`src/rtl/la_capture_pkg.sv`:
```
// Shared types and constants for the logic-analyzer capture sequencer.
package la_capture_pkg;
  localparam int LA_ADDR_W = 19;
  localparam int FLUSH_LEN = 3;

  typedef enum logic [2:0] {
    S_IDLE,
    S_PRE,
    S_ARMED,
    S_POST,
    S_FLUSH,
    S_DONE
  } cap_state_e;
endpackage

```
`src/rtl/la_wr_addr_cnt.sv`:
```
// SRAM write-address counter: synchronous clear, increment on write,
// one-cycle wrap pulse when incrementing from all-ones back to zero.
module la_wr_addr_cnt
  import la_capture_pkg::*;
#(
  parameter int ADDR_W = LA_ADDR_W
) (
  input  logic              clk,
  input  logic              rst,
  input  logic              clr,
  input  logic              inc,
  output logic [ADDR_W-1:0] addr,
  output logic              wrap
);
  logic [ADDR_W-1:0] addr_q, addr_d;

  always_comb begin
    addr_d = addr_q;
    wrap   = 1'b0;
    if (clr) begin
      addr_d = '0;
    end else if (inc) begin
      addr_d = addr_q + ADDR_W'(1);
      wrap   = &addr_q;
    end
  end

  always_ff @(posedge clk or posedge rst) begin
    if (rst) addr_q <= '0;
    else     addr_q <= addr_d;
  end

  assign addr = addr_q;
endmodule

```
`src/rtl/la_capture_ctrl.sv`:
```
// Capture sequencer: pre-trigger fill, armed ring buffer, post-trigger count,
// fixed RLE flush, and SRAM write strobe/address generation.
module la_capture_ctrl
  import la_capture_pkg::*;
#(
  parameter int ADDR_W = LA_ADDR_W
) (
  input  logic              CLK,
  input  logic              RESET,
  input  logic              START,
  input  logic              STOP,
  input  logic              RLE_MODE,
  input  logic              TRIG_HIT,
  input  logic [ADDR_W-1:0] PRE_CNT,
  input  logic [ADDR_W-1:0] POST_CNT,
  input  logic              ADDR_CNT_EN,
  output logic              CAPTURE_CLK_EN,
  output logic              RLE_EN,
  output logic [ADDR_W-1:0] SRAM_ADDR,
  output logic              SRAM_WE_N,
  output logic [ADDR_W-1:0] TRIG_ADDR,
  output logic              TRIGGERED,
  output logic              WRAPPED,
  output logic              BUSY,
  output logic              DONE
);
  cap_state_e        state_q, state_d;
  logic              wr_gate_q, wr_gate_d;
  logic              cap_en_q, cap_en_d;
  logic              rle_en_q, rle_en_d;
  logic              triggered_q, triggered_d;
  logic              wrapped_q, wrapped_d;
  logic              done_q, done_d;
  logic              stop_pend_q, stop_pend_d;
  logic [ADDR_W-1:0] trig_addr_q, trig_addr_d;
  logic [ADDR_W-1:0] pre_cnt_q, pre_cnt_d;
  logic [ADDR_W-1:0] post_cnt_q, post_cnt_d;
  logic [1:0]        flush_cnt_q, flush_cnt_d;

  logic              we, start_acc, go_flush, addr_wrap;
  logic [ADDR_W-1:0] addr;

  assign we        = ADDR_CNT_EN & wr_gate_q;
  assign start_acc = START & ((state_q == S_IDLE) || (state_q == S_DONE));

  la_wr_addr_cnt #(.ADDR_W(ADDR_W)) u_addr (
    .clk  (CLK),
    .rst  (RESET),
    .clr  (start_acc),
    .inc  (we),
    .addr (addr),
    .wrap (addr_wrap)
  );

  always_comb begin
    state_d     = state_q;
    wr_gate_d   = wr_gate_q;
    cap_en_d    = cap_en_q;
    rle_en_d    = rle_en_q;
    triggered_d = triggered_q;
    wrapped_d   = wrapped_q | addr_wrap;
    done_d      = done_q;
    stop_pend_d = stop_pend_q;
    trig_addr_d = trig_addr_q;
    pre_cnt_d   = pre_cnt_q;
    post_cnt_d  = post_cnt_q;
    flush_cnt_d = flush_cnt_q;
    go_flush    = 1'b0;

    unique case (state_q)
      S_IDLE, S_DONE: begin
        if (START) begin
          state_d     = (PRE_CNT == '0) ? S_ARMED : S_PRE;
          wr_gate_d   = 1'b1;
          cap_en_d    = 1'b1;
          rle_en_d    = RLE_MODE;
          triggered_d = 1'b0;
          wrapped_d   = 1'b0;
          done_d      = 1'b0;
          stop_pend_d = 1'b0;
          trig_addr_d = '0;
          pre_cnt_d   = '0;
        end
      end
      S_PRE, S_ARMED, S_POST: begin
        // STOP is held one cycle before FLUSH; it also blocks any trigger
        // or phase change sampled on the same edge.
        if (stop_pend_q) begin
          go_flush = 1'b1;
        end else if (STOP) begin
          stop_pend_d = 1'b1;
        end else if (state_q == S_PRE) begin
          if (we) begin
            pre_cnt_d = pre_cnt_q + ADDR_W'(1);
            if (pre_cnt_d == PRE_CNT) state_d = S_ARMED;
          end
        end else if (state_q == S_ARMED) begin
          if (TRIG_HIT) begin
            trig_addr_d = addr;
            triggered_d = 1'b1;
            post_cnt_d  = POST_CNT;
            state_d     = S_POST;
          end
        end else begin
          if (post_cnt_q == '0) begin
            go_flush = 1'b1;
          end else if (we) begin
            post_cnt_d = post_cnt_q - ADDR_W'(1);
            if (post_cnt_d == '0) go_flush = 1'b1;
          end
        end
      end
      S_FLUSH: begin
        flush_cnt_d = flush_cnt_q + 2'd1;
        if (flush_cnt_q == 2'(FLUSH_LEN - 1)) begin
          state_d   = S_DONE;
          cap_en_d  = 1'b0;
          rle_en_d  = 1'b0;
          wr_gate_d = 1'b0;
          done_d    = 1'b1;
        end
      end
      default: state_d = S_IDLE;
    endcase

    // Dropping RLE_EN drains the pending run through the RLE pipeline.
    if (go_flush) begin
      state_d     = S_FLUSH;
      flush_cnt_d = '0;
      rle_en_d    = 1'b0;
      stop_pend_d = 1'b0;
    end
  end

  always_ff @(posedge CLK or posedge RESET) begin
    if (RESET) begin
      state_q     <= S_IDLE;
      wr_gate_q   <= 1'b0;
      cap_en_q    <= 1'b0;
      rle_en_q    <= 1'b0;
      triggered_q <= 1'b0;
      wrapped_q   <= 1'b0;
      done_q      <= 1'b0;
      stop_pend_q <= 1'b0;
      trig_addr_q <= '0;
      pre_cnt_q   <= '0;
      post_cnt_q  <= '0;
      flush_cnt_q <= '0;
    end else begin
      state_q     <= state_d;
      wr_gate_q   <= wr_gate_d;
      cap_en_q    <= cap_en_d;
      rle_en_q    <= rle_en_d;
      triggered_q <= triggered_d;
      wrapped_q   <= wrapped_d;
      done_q      <= done_d;
      stop_pend_q <= stop_pend_d;
      trig_addr_q <= trig_addr_d;
      pre_cnt_q   <= pre_cnt_d;
      post_cnt_q  <= post_cnt_d;
      flush_cnt_q <= flush_cnt_d;
    end
  end

  assign CAPTURE_CLK_EN = cap_en_q;
  assign RLE_EN         = rle_en_q;
  assign SRAM_ADDR      = addr;
  assign SRAM_WE_N      = ~we;
  assign TRIG_ADDR      = trig_addr_q;
  assign TRIGGERED      = triggered_q;
  assign WRAPPED        = wrapped_q;
  // The write gate is open in exactly the busy states.
  assign BUSY           = wr_gate_q;
  assign DONE           = done_q;
endmodule

```
`config.mk`:
```
export PLATFORM = sky130hd
export DESIGN_NAME = la_capture_ctrl
export DESIGN_NICKNAME = d
export VERILOG_FILES = /design/src/rtl/la_capture_pkg.sv /design/src/rtl/la_wr_addr_cnt.sv /design/src/rtl/la_capture_ctrl.sv
export SDC_FILE = /design/constraint.sdc
export NUM_CORES = 1
export LEC_CHECK = 0
export CELL_PAD_IN_SITES_DETAIL_PLACEMENT = 0
export CELL_PAD_IN_SITES_GLOBAL_PLACEMENT = 1
export CORE_MARGIN = 2
export CORE_UTILIZATION = 44
export DETAILED_ROUTE_END_ITERATION = 16
export GPL_ROUTABILITY_DRIVEN = 0
export PLACE_DENSITY = 0.87
export SLEW_MARGIN = 20
export SYNTH_ARGS = -nofsm -noshare
export SYNTH_HDL_FRONTEND = slang
export SYNTH_SLANG_ARGS = --single-unit
```
`constraint.sdc`:
```
create_clock -name CLK -period 6.9 [get_ports CLK]
set_input_delay 1.38 -clock CLK [delete_from_list [all_inputs] [get_ports CLK]]
set_output_delay 1.38 -clock CLK [all_outputs]
set_load 0.05 [all_outputs]
```
=== Word level (Yosys, flattened, before mapping) ===
Index checks and enable logic that the tools add are counted.

* Flip-flop bits (word level): 87
* Bits in latches: 0
* Memory bits (writable): 0
* Memory bits (read-only): 0
* Word-level logic and storage cells: 134
* Memories kept: 0

* $add $sub $neg: 4
* Multipliers: 0
* Divide/modulo/power cells: 0
* Magnitude comparators: 0
* Equality and inequality tests: 26
* Shift operators: 0
* Mux-type cells: 63
* Bitwise gates (word level): 7
* Reduce and logical (&&, ||, !) cells: 22

{| class="wikitable"
|+ Operators by type and width
! kind !! count
|-
| 2-to-1 mux 19 bit || 16
|-
| case mux 19 bit (2 select lines) || 2
|-
| logical NOT 19 bit || 3
|-
| adder 19 x 1 -> 19 bit, second input constant || 2
|-
| 2-to-1 mux 3 bit || 10
|-
| 2-to-1 mux 1 bit || 26
|-
| != test 2 bit, second input constant || 11
|-
| == test 19 bit || 1
|-
| AND reduction 19 bit || 1
|-
| subtractor 19 x 1 -> 19 bit, second input constant || 1
|-
| != test 4 bit, second input constant || 4
|-
| AND reduction 7 bit || 2
|-
| != test 3 bit, second input constant || 4
|-
| case mux 1 bit (2 select lines) || 5
|-
| nonzero test 2 bit || 5
|-
| case mux 3 bit (3 select lines) || 1
|-
| AND reduction 8 bit || 1
|-
| == test 3 x 2 -> 1 bit, second input constant || 2
|-
| == test 3 bit, second input constant || 2
|-
| 2-to-1 mux 2 bit || 3
|-
| AND reduction 3 bit || 2
|-
| AND reduction 6 bit || 1
|-
| nonzero test 3 bit || 2
|-
| NOT 1 bit || 4
|-
| 10 further kinds || 11
|}

=== Depth between registers and ports, before layout ===
Gate-level depths: netlist of run 1.

* Depth after elaboration: 12
* Gate-level depth with buffers: 10
* Gate-level depth less buffers: 9

=== Cells and area by module ===
From an unflattened synthesis of run 1, not the netlist that was laid out.

* Cell total of the unflattened synthesis: 702
* Area, all modules: 5715.5 um2

{| class="wikitable"
|+ By module, submodules not included
! module !! instances !! cells each !! area each (um2) !! seq. area each (um2)
|-
| la_capture_ctrl || 1 || 597 || 4719.5 || 1701.6
|-
| la_wr_addr_cnt || 1 || 105 || 996.0 || 475.5
|}

=== Least setup slack after synthesis of run 1 ===
OpenSTA, ideal clock, no wires.

* Path kind: input to output
* Start point: input ADDR_CNT_EN
* End point: output SRAM_WE_N
* Arrival time: 2.056 ns
* Path slack: 3.464 ns
* Stages: 3
* Path buffers: 1
* Cell sequence: and2_1 > clkbuf_1 > inv_1

* Cells in the longest elaborated chain, start to end: 2

{| class="wikitable"
|+ Ends and longest elaborated chain
! item !! line !! RTL
|-
| from (decl) || la_capture_ctrl.sv:16 || <nowiki>input logic ADDR_CNT_EN,</nowiki>
|-
| AND 1 bit || la_capture_ctrl.sv:43 || <nowiki>assign we = ADDR_CNT_EN & wr_gate_q;</nowiki>
|-
| NOT 1 bit || la_capture_ctrl.sv:168 || <nowiki>assign SRAM_WE_N = ~we;</nowiki>
|-
| to (decl) || la_capture_ctrl.sv:20 || <nowiki>output logic SRAM_WE_N,</nowiki>
|}

No other way between the ends.

=== Final worst setup path of run 1 ===
Same ends and word-level chain as after synthesis.

==> results of run 1 <==
-- path summary, 6_finish.rpt --
kind,from,to,slack (ns),depth (start not counted)
max,ADDR_CNT_EN,SRAM_WE_N,2.38,4
min,TRIGGERED,TRIGGERED,0.48,1
max reg2reg,state_q[2],u_addr.addr[17],3.97,7
min reg2reg,TRIGGERED,TRIGGERED,0.48,1
max in group asynchronous,RESET,post_cnt_q[7],4.40,3
min in group asynchronous,RESET,u_addr.addr[16],1.33,2
-- area by class of cell --
| type | instances | area share [%] |
|---|---|---|
| clock inverters | 6 | 1.40 |
| repair buffers | 91 | 13.4 |
| well taps | 168 | 3.10 |
| clock buffers | 10 | 3.38 |
| multi-input cells | 501 | 45.8 |
| flip-flops and latches | 87 | 32.1 |
| inverters | 15 | 0.849 |
-- sequential cells by signal, summed over array words and instances (netlist names) --
name and count:
stop_pend_q 1, post_cnt_q 19, TRIGGERED 1, CAPTURE_CLK_EN 1
pre_cnt_q 19, WRAPPED 1, flush_cnt_q 2, TRIG_ADDR 19
DONE 1, u_addr.addr 19, state_q 3, RLE_EN 1
-- stage by stage --
step                      std cells  util (%)  total power, W  hold WS [ns]  setup WS, ns
after CTS                       878      55.9         0.00234         0.485          2.35
after detailed placement        862      53.3         0.00180         0.470          2.36
after global placement          862      53.3         0.00178         0.463          2.40
after floorplan                 645         -         0.00153         0.468          3.27
after global routing            878      56.0         0.00251         0.515          2.28
final                           878      56.0         0.00234         0.479          2.38
-- metal layers --
| layer | vias to the layer above | global-route usage, % |
|---|---|---|
| met1 | 2534 | 31.9 |
| met2 | 193 | 36.6 |
| met3 | 18 | 3.29 |
| met4 | 0 | 8.25 |
| li1 | 2506 | - |
| met5 | - | 0 |
-- kinds of logic after synthesis --
group                    count (synthesis)
buffers and inverters                   57
flip-flops                              87
multiplexers                             5
AND/OR/NAND/NOR                        260
AO/OA/AOI/OAI                          186
adder cells (fa/ha/maj)                  6
XOR/XNOR                                44
-- critical path, cell delays in order --
cell and delay (ns):
clkdlybuf4s50_1 0.43, and2_1 0.24, inv_1 0.22, clkdlybuf4s50_1 0.86
-- cells in the final DEF (no fill, tap or decap), types with 3 or more instances in the layout --
cell type,netlist,layout
nand3_1,24,24
nor4_4,3,3
clkinv_4,0,4
o22ai_1,4,4
o21a_1,4,4
or2_2,5,5
nand4_1,17,17
a22o_1,19,19
o31ai_1,13,13
xnor2_1,27,27
and4_1,4,4
nor2_1,69,68
a211oi_1,3,3
nor4_1,18,18
nand3b_1,5,5
clkdlybuf4s50_1,0,89
a21oi_1,38,37
mux2i_1,5,5
nor3_1,20,20
nand2_1,53,53
a31oi_1,9,9
xor2_1,17,17
a22oi_1,4,4
o22a_1,5,5
and3_1,10,10
and2_1,6,6
a211o_1,3,3
clkbuf_16,0,9
ha_1,6,6
dfrtp_1,87,87
nand2b_1,3,3
or3_1,9,9
inv_1,14,13
o21ai_0,59,59
-- power by group through the flow --
stage	logic, W	clock network, W	registers, W
2_1_floorplan	0.000800	0	0.000731
3_5_place_dp	0.00107	0	0.000738
5_1_grt	0.00119	0.000572	0.000748
6_report	0.00107	0.000533	0.000733
3_3_place_gp	0.00104	0	0.000734
4_1_cts	0.00107	0.000545	0.000729
==> flow_metrics.py, run 1 <==
metrics = {
    "outcome": {
        "outcome": "finished, final reports clean",
    },
    "pwr": {
        "p_sw_w": 0.00104,
        "power_leakage_nw": 2.73,
        "p_int_w": 0.00130,
        "cellPowerDensity_nw_per_um2": 345,
        "pwr-share-comb_pct": 45.8,
        "ir_drop_uv": 178,
        "swShare_pct": 44.3,
        "seqPwrFrac_pct": 31.4,
        "power_frac_clock_pct": 22.8,
    },
    "final_layout": {
        "drive_gt1_share_pct": 5.77,
        "area_growth_pct": 22.9,
        "regArea_um2": 2180,
        "final_area_um2": 6780,
        "multi_input_comb_area_um2": 3100,
        "nets": 756,
        "n_fill_cell": 1127,
        "diodes": 0,
    },
    "sta": {
        "slew_violations": 0,
        "min_period_ns": 4.52,
        "finalSetupViolations": 0,
        "fin_skew_ns": 0.00635,
        "worst_pin_slew_ns": 1.04,
        "relSlewSlack_pct": 30.8,
        "rsz0062_at_grt": "no",
        "fin_crit_sh_pct": 65.5,
        "fmax_ghz": 0.221,
        "hold_viol": 0,
        "tns_ns": 0,
    },
    "yosys": {
        "ys.flop_type": "dfrtp_1",
        "yosysMostFrequentCell": "dfrtp_1",
        "synthSimpleGateAreaFrac_pct": 24.9,
        "syn_inst": 645,
        "synth.distinct_cells": 67,
        "synth_compound_area_share_pct": 21.9,
        "netlist_top_cells_count": "87 x dfrtp_1, 69 x nor2_1, 59 x o21ai_0, 53 x nand2_1, 38 x a21oi_1",
        "ys_async_sr_fraction_pct": 100,
        "synthMuxAreaShare_pct": 0.908,
        "synth_xor_area_share_pct": 6.99,
        "mappedNetlistArea_um2": 5510,
        "yosys_warnings": 0,
        "synthesis.nets": 696,
        "yosysTopAreaCell": "dfrtp_1",
        "synth_top_area_share_pct": 39.5,
        "ys_seq_area_share_pct": 39.5,
        "synth-seq-cells": 87,
        "avgSynthCellArea_um2": 8.55,
        "synth_fa_ha_area_share_pct": 1.36,
        "synth_edf_count": 0,
        "yosys-top-cells-area": "dfrtp_1 39%, o21ai_0 5.4%, nor2_1 4.7%, xnor2_1 4.3%, nand2_1 3.6%",
        "synth_top_family_by_area": "simple AND/OR/NAND/NOR gates",
    },
    "worst_setup_path": {
        "critPathRequiredTime_ns": 5.52,
        "cp-end-kind": "output port",
        "crit_type": "in -> out",
        "crit_arrival_ns": 3.14,
        "start_kind": "input pin",
        "path_max_fanout": 7,
    },
    "clock_network": {
        "cts_buffer_depth": 2,
        "hold_buffers": 0,
        "clk_pin_slew_ns": 0.07,
        "clkSinkCount": 87,
        "cts_tree": "built",
        "htree_levels": 3,
        "cts_buffers": 9,
        "cts_root_buffer": "clkbuf_16",
        "cts_resized": 0,
        "post_cts_buffers": 0,
        "insertion_delay_ns": 0.35,
    },
    "floorplan": {
        "rows": 40,
        "dieArea_um2": 13400,
        "pin_count": 90,
        "coreArea_um2": 12100,
        "initial_utilization_pct": 45.5,
        "die_x_um": 116,
        "die_y_um": 116,
    },
    "job": {
        "drv_cap": 0,
    },
    "place": {
        "place_hpwl_um": 10700,
        "place_area_um2": 6450,
        "io_buffers": 89,
    },
    "drt": {
        "routed-wl-met3_um": 835,
        "drt_iter0_drc": 413,
        "first_pass_iters": 5,
        "via_per_inst": 5.98,
        "postRouteAntennaNets": 0,
        "drc": 0,
        "wl_met1_um": 6670,
        "routed.top_layer": "met4",
        "wl_per_cell_um": 16.8,
        "routed-wl-met2_um": 6970,
        "num_vias": 5251,
        "wl_um": 14700,
    },
    "global_route": {
        "grt_max_degree": 65,
        "groute.usage.overall_pct": 22.9,
        "gr-total-overflow": 0,
        "antenna_found_initial": 0,
        "grt_first_pass_wirelength_um": 24300,
        "grt_pass1_vias": 4793,
    },
    "worst_hold_path": {
        "hold_class": "reg -> reg",
    },
}
(Power assumes the default switching activity.)
==> run 2, diff against run 1 <==
--- a/config.mk
+++ b/config.mk
@@ -8,10 +8,10 @@
 export CELL_PAD_IN_SITES_DETAIL_PLACEMENT = 0
 export CELL_PAD_IN_SITES_GLOBAL_PLACEMENT = 1
 export CORE_MARGIN = 2
-export CORE_UTILIZATION = 44
+export CORE_UTILIZATION = 37
 export DETAILED_ROUTE_END_ITERATION = 16
 export GPL_ROUTABILITY_DRIVEN = 0
-export PLACE_DENSITY = 0.87
+export PLACE_DENSITY = 0.78
 export SLEW_MARGIN = 20
 export SYNTH_ARGS = -nofsm -noshare
 export SYNTH_HDL_FRONTEND = slang
==> constraint.sdc (replaced) <==
create_clock -name CLK -period 4 [get_ports CLK]
set_input_delay 0.8 -clock CLK [delete_from_list [all_inputs] [get_ports CLK]]
set_output_delay 0.8 -clock CLK [all_outputs]
set_load 0.05 [all_outputs]
==> flow_metrics.py, run 2 (synthesis results as in run 1) <==
metrics = {
    "sta": {
        "hold_viol": 0,
        "fin_skew_ns": 0.00830,
        "relSlewSlack_pct": 36.9,
        "min_period_ns": 3.38,
        "finalSetupViolations": 0,
        "tns_ns": 0,
        "rsz0062_at_grt": "no",
        "holdWs_ns": 0.479,
        "fmax_ghz": 0.296,
        "fin_crit_sh_pct": 84.5,
        "slew_violations": 0,
        "worst_pin_slew_ns": 0.943,
    },
    "pwr": {
        "power_frac_clock_pct": 23.3,
        "swShare_pct": 44.9,
        "p_total_w": 0.00412,
        "pwr-share-comb_pct": 46.0,
        "p_sw_w": 0.00185,
        "ir_drop_uv": 247,
        "cellPowerDensity_nw_per_um2": 602,
        "p_int_w": 0.00227,
        "seqPwrFrac_pct": 30.7,
        "power_leakage_nw": 2.75,
    },
    "final_layout": {
        "area_growth_pct": 24.0,
        "multi_input_comb_area_um2": 3100,
        "nets": 759,
        "diodes": 0,
        "final_area_um2": 6840,
        "final_common_cell": "clkdlybuf4s50_1",
        "final_util_pct": 47.0,
        "regArea_um2": 2180,
        "mostFrequentLayoutCells": "89 x clkdlybuf4s50_1, 87 x dfrtp_1, 68 x nor2_1",
        "drive_gt1_share_pct": 6.31,
        "n_fill_cell": 1383,
    },
    "clock_network": {
        "hold_buffers": 0,
        "insertion_delay_ns": 0.36,
        "clkSinkCount": 87,
        "cts_resized": 0,
        "cts_buffers": 9,
        "cts_root_buffer": "clkbuf_16",
        "cts_buffer_depth": 2,
        "htree_levels": 3,
        "post_cts_buffers": 0,
        "clk_pin_slew_ns": 0.06,
        "cts_tree": "built",
    },
    "worst_setup_path": {
        "crit_arrival_ns": 2.58,
        "path_max_fanout": 7,
        "critPathRequiredTime_ns": 3.20,
        "cp-end-kind": "output port",
        "crit_type": "in -> out",
        "start_kind": "input pin",
    },
    "drt": {
        "via_per_inst": 5.90,
        "wl_per_cell_um": 17.9,
        "num_vias": 5290,
        "postRouteAntennaNets": 0,
        "drc": 0,
        "wl_um": 16000,
        "first_pass_iters": 5,
        "drt_iter0_drc": 406,
    },
    "floorplan": {
        "initial_utilization_pct": 37.9,
        "dieArea_um2": 15900,
        "coreArea_um2": 14500,
        "rows": 44,
        "pin_count": 90,
        "die_y_um": 126,
        "die_x_um": 126,
    },
    "global_route": {
        "antenna_found_initial": 0,
        "grt_max_degree": 48,
        "groute.usage.overall_pct": 20.5,
        "grt_pass1_vias": 5113,
        "grt_first_pass_wirelength_um": 26400,
        "gr-total-overflow": 0,
    },
    "place": {
        "io_buffers": 89,
        "place_hpwl_um": 11500,
        "place_area_um2": 6500,
    },
    "outcome": {
        "outcome": "finished, final reports clean",
    },
    "worst_hold_path": {
        "hold_class": "reg -> reg",
    },
    "job": {
        "drv_cap": 0,
    },
}
==> run 2: layout make-up <==
cell class,instances,area share (%)
multi-input combinational,501,45.3
sequential,87,31.8
timing repair buffer,94,13.8
clock buffer,10,3.50
tap,184,3.37
clock inverter,6,1.35
inverter,15,0.842
==> run 2: power groups by stage <==
| stage | logic (W) | clock network [W] | registers (W) |
|---|---|---|---|
| final | 0.00190 | 0.000958 | 0.00127 |
| after global routing | 0.00210 | 0.00101 | 0.00130 |
| after CTS | 0.00188 | 0.000977 | 0.00126 |
| after detailed placement | 0.00187 | 0 | 0.00128 |
| after global placement | 0.00184 | 0 | 0.00127 |
| after floorplan | 0.00138 | 0 | 0.00126 |
==> run 2: per-stage QoR <==
stage               std cells  setup WS [ns]
CTS                       897          0.632
global placement          881          0.678
finish                    897          0.619
global route              897          0.575
detailed placement        881          0.644
floorplan                 645          0.950
==> run 2: path summary, 6_finish.rpt <==
kind                                   start  slack, ns             end  cells after the start
worst max-delay path             ADDR_CNT_EN       0.62       SRAM_WE_N                      4
worst min-delay path               TRIGGERED       0.48       TRIGGERED                      1
worst max register to register  pre_cnt_q[0]       1.07      state_q[1]                      8
worst min register to register     TRIGGERED       0.48       TRIGGERED                      1
max in group asynchronous              RESET       2.35  post_cnt_q[11]                      3
min in group asynchronous              RESET       0.93   TRIG_ADDR[16]                      2
==> run 2: worst max-delay path, stage by stage <==
cell and delay (ns):
clkdlybuf4s50_1 0.44, and2_1 0.25, inv_1 0.23, clkdlybuf4s50_1 0.86
==> run 2: routing by layer <==
layer | GRT usage (%) | vias to the layer above | wire [µm]
li1 | - | 2500 | -
met1 | 27.5 | 2564 | 7490
met2 | 32.3 | 200 | 7270
met3 | 4.46 | 26 | 906
met4 | 8.27 | 0 | 371
met5 | 0 | - | 0
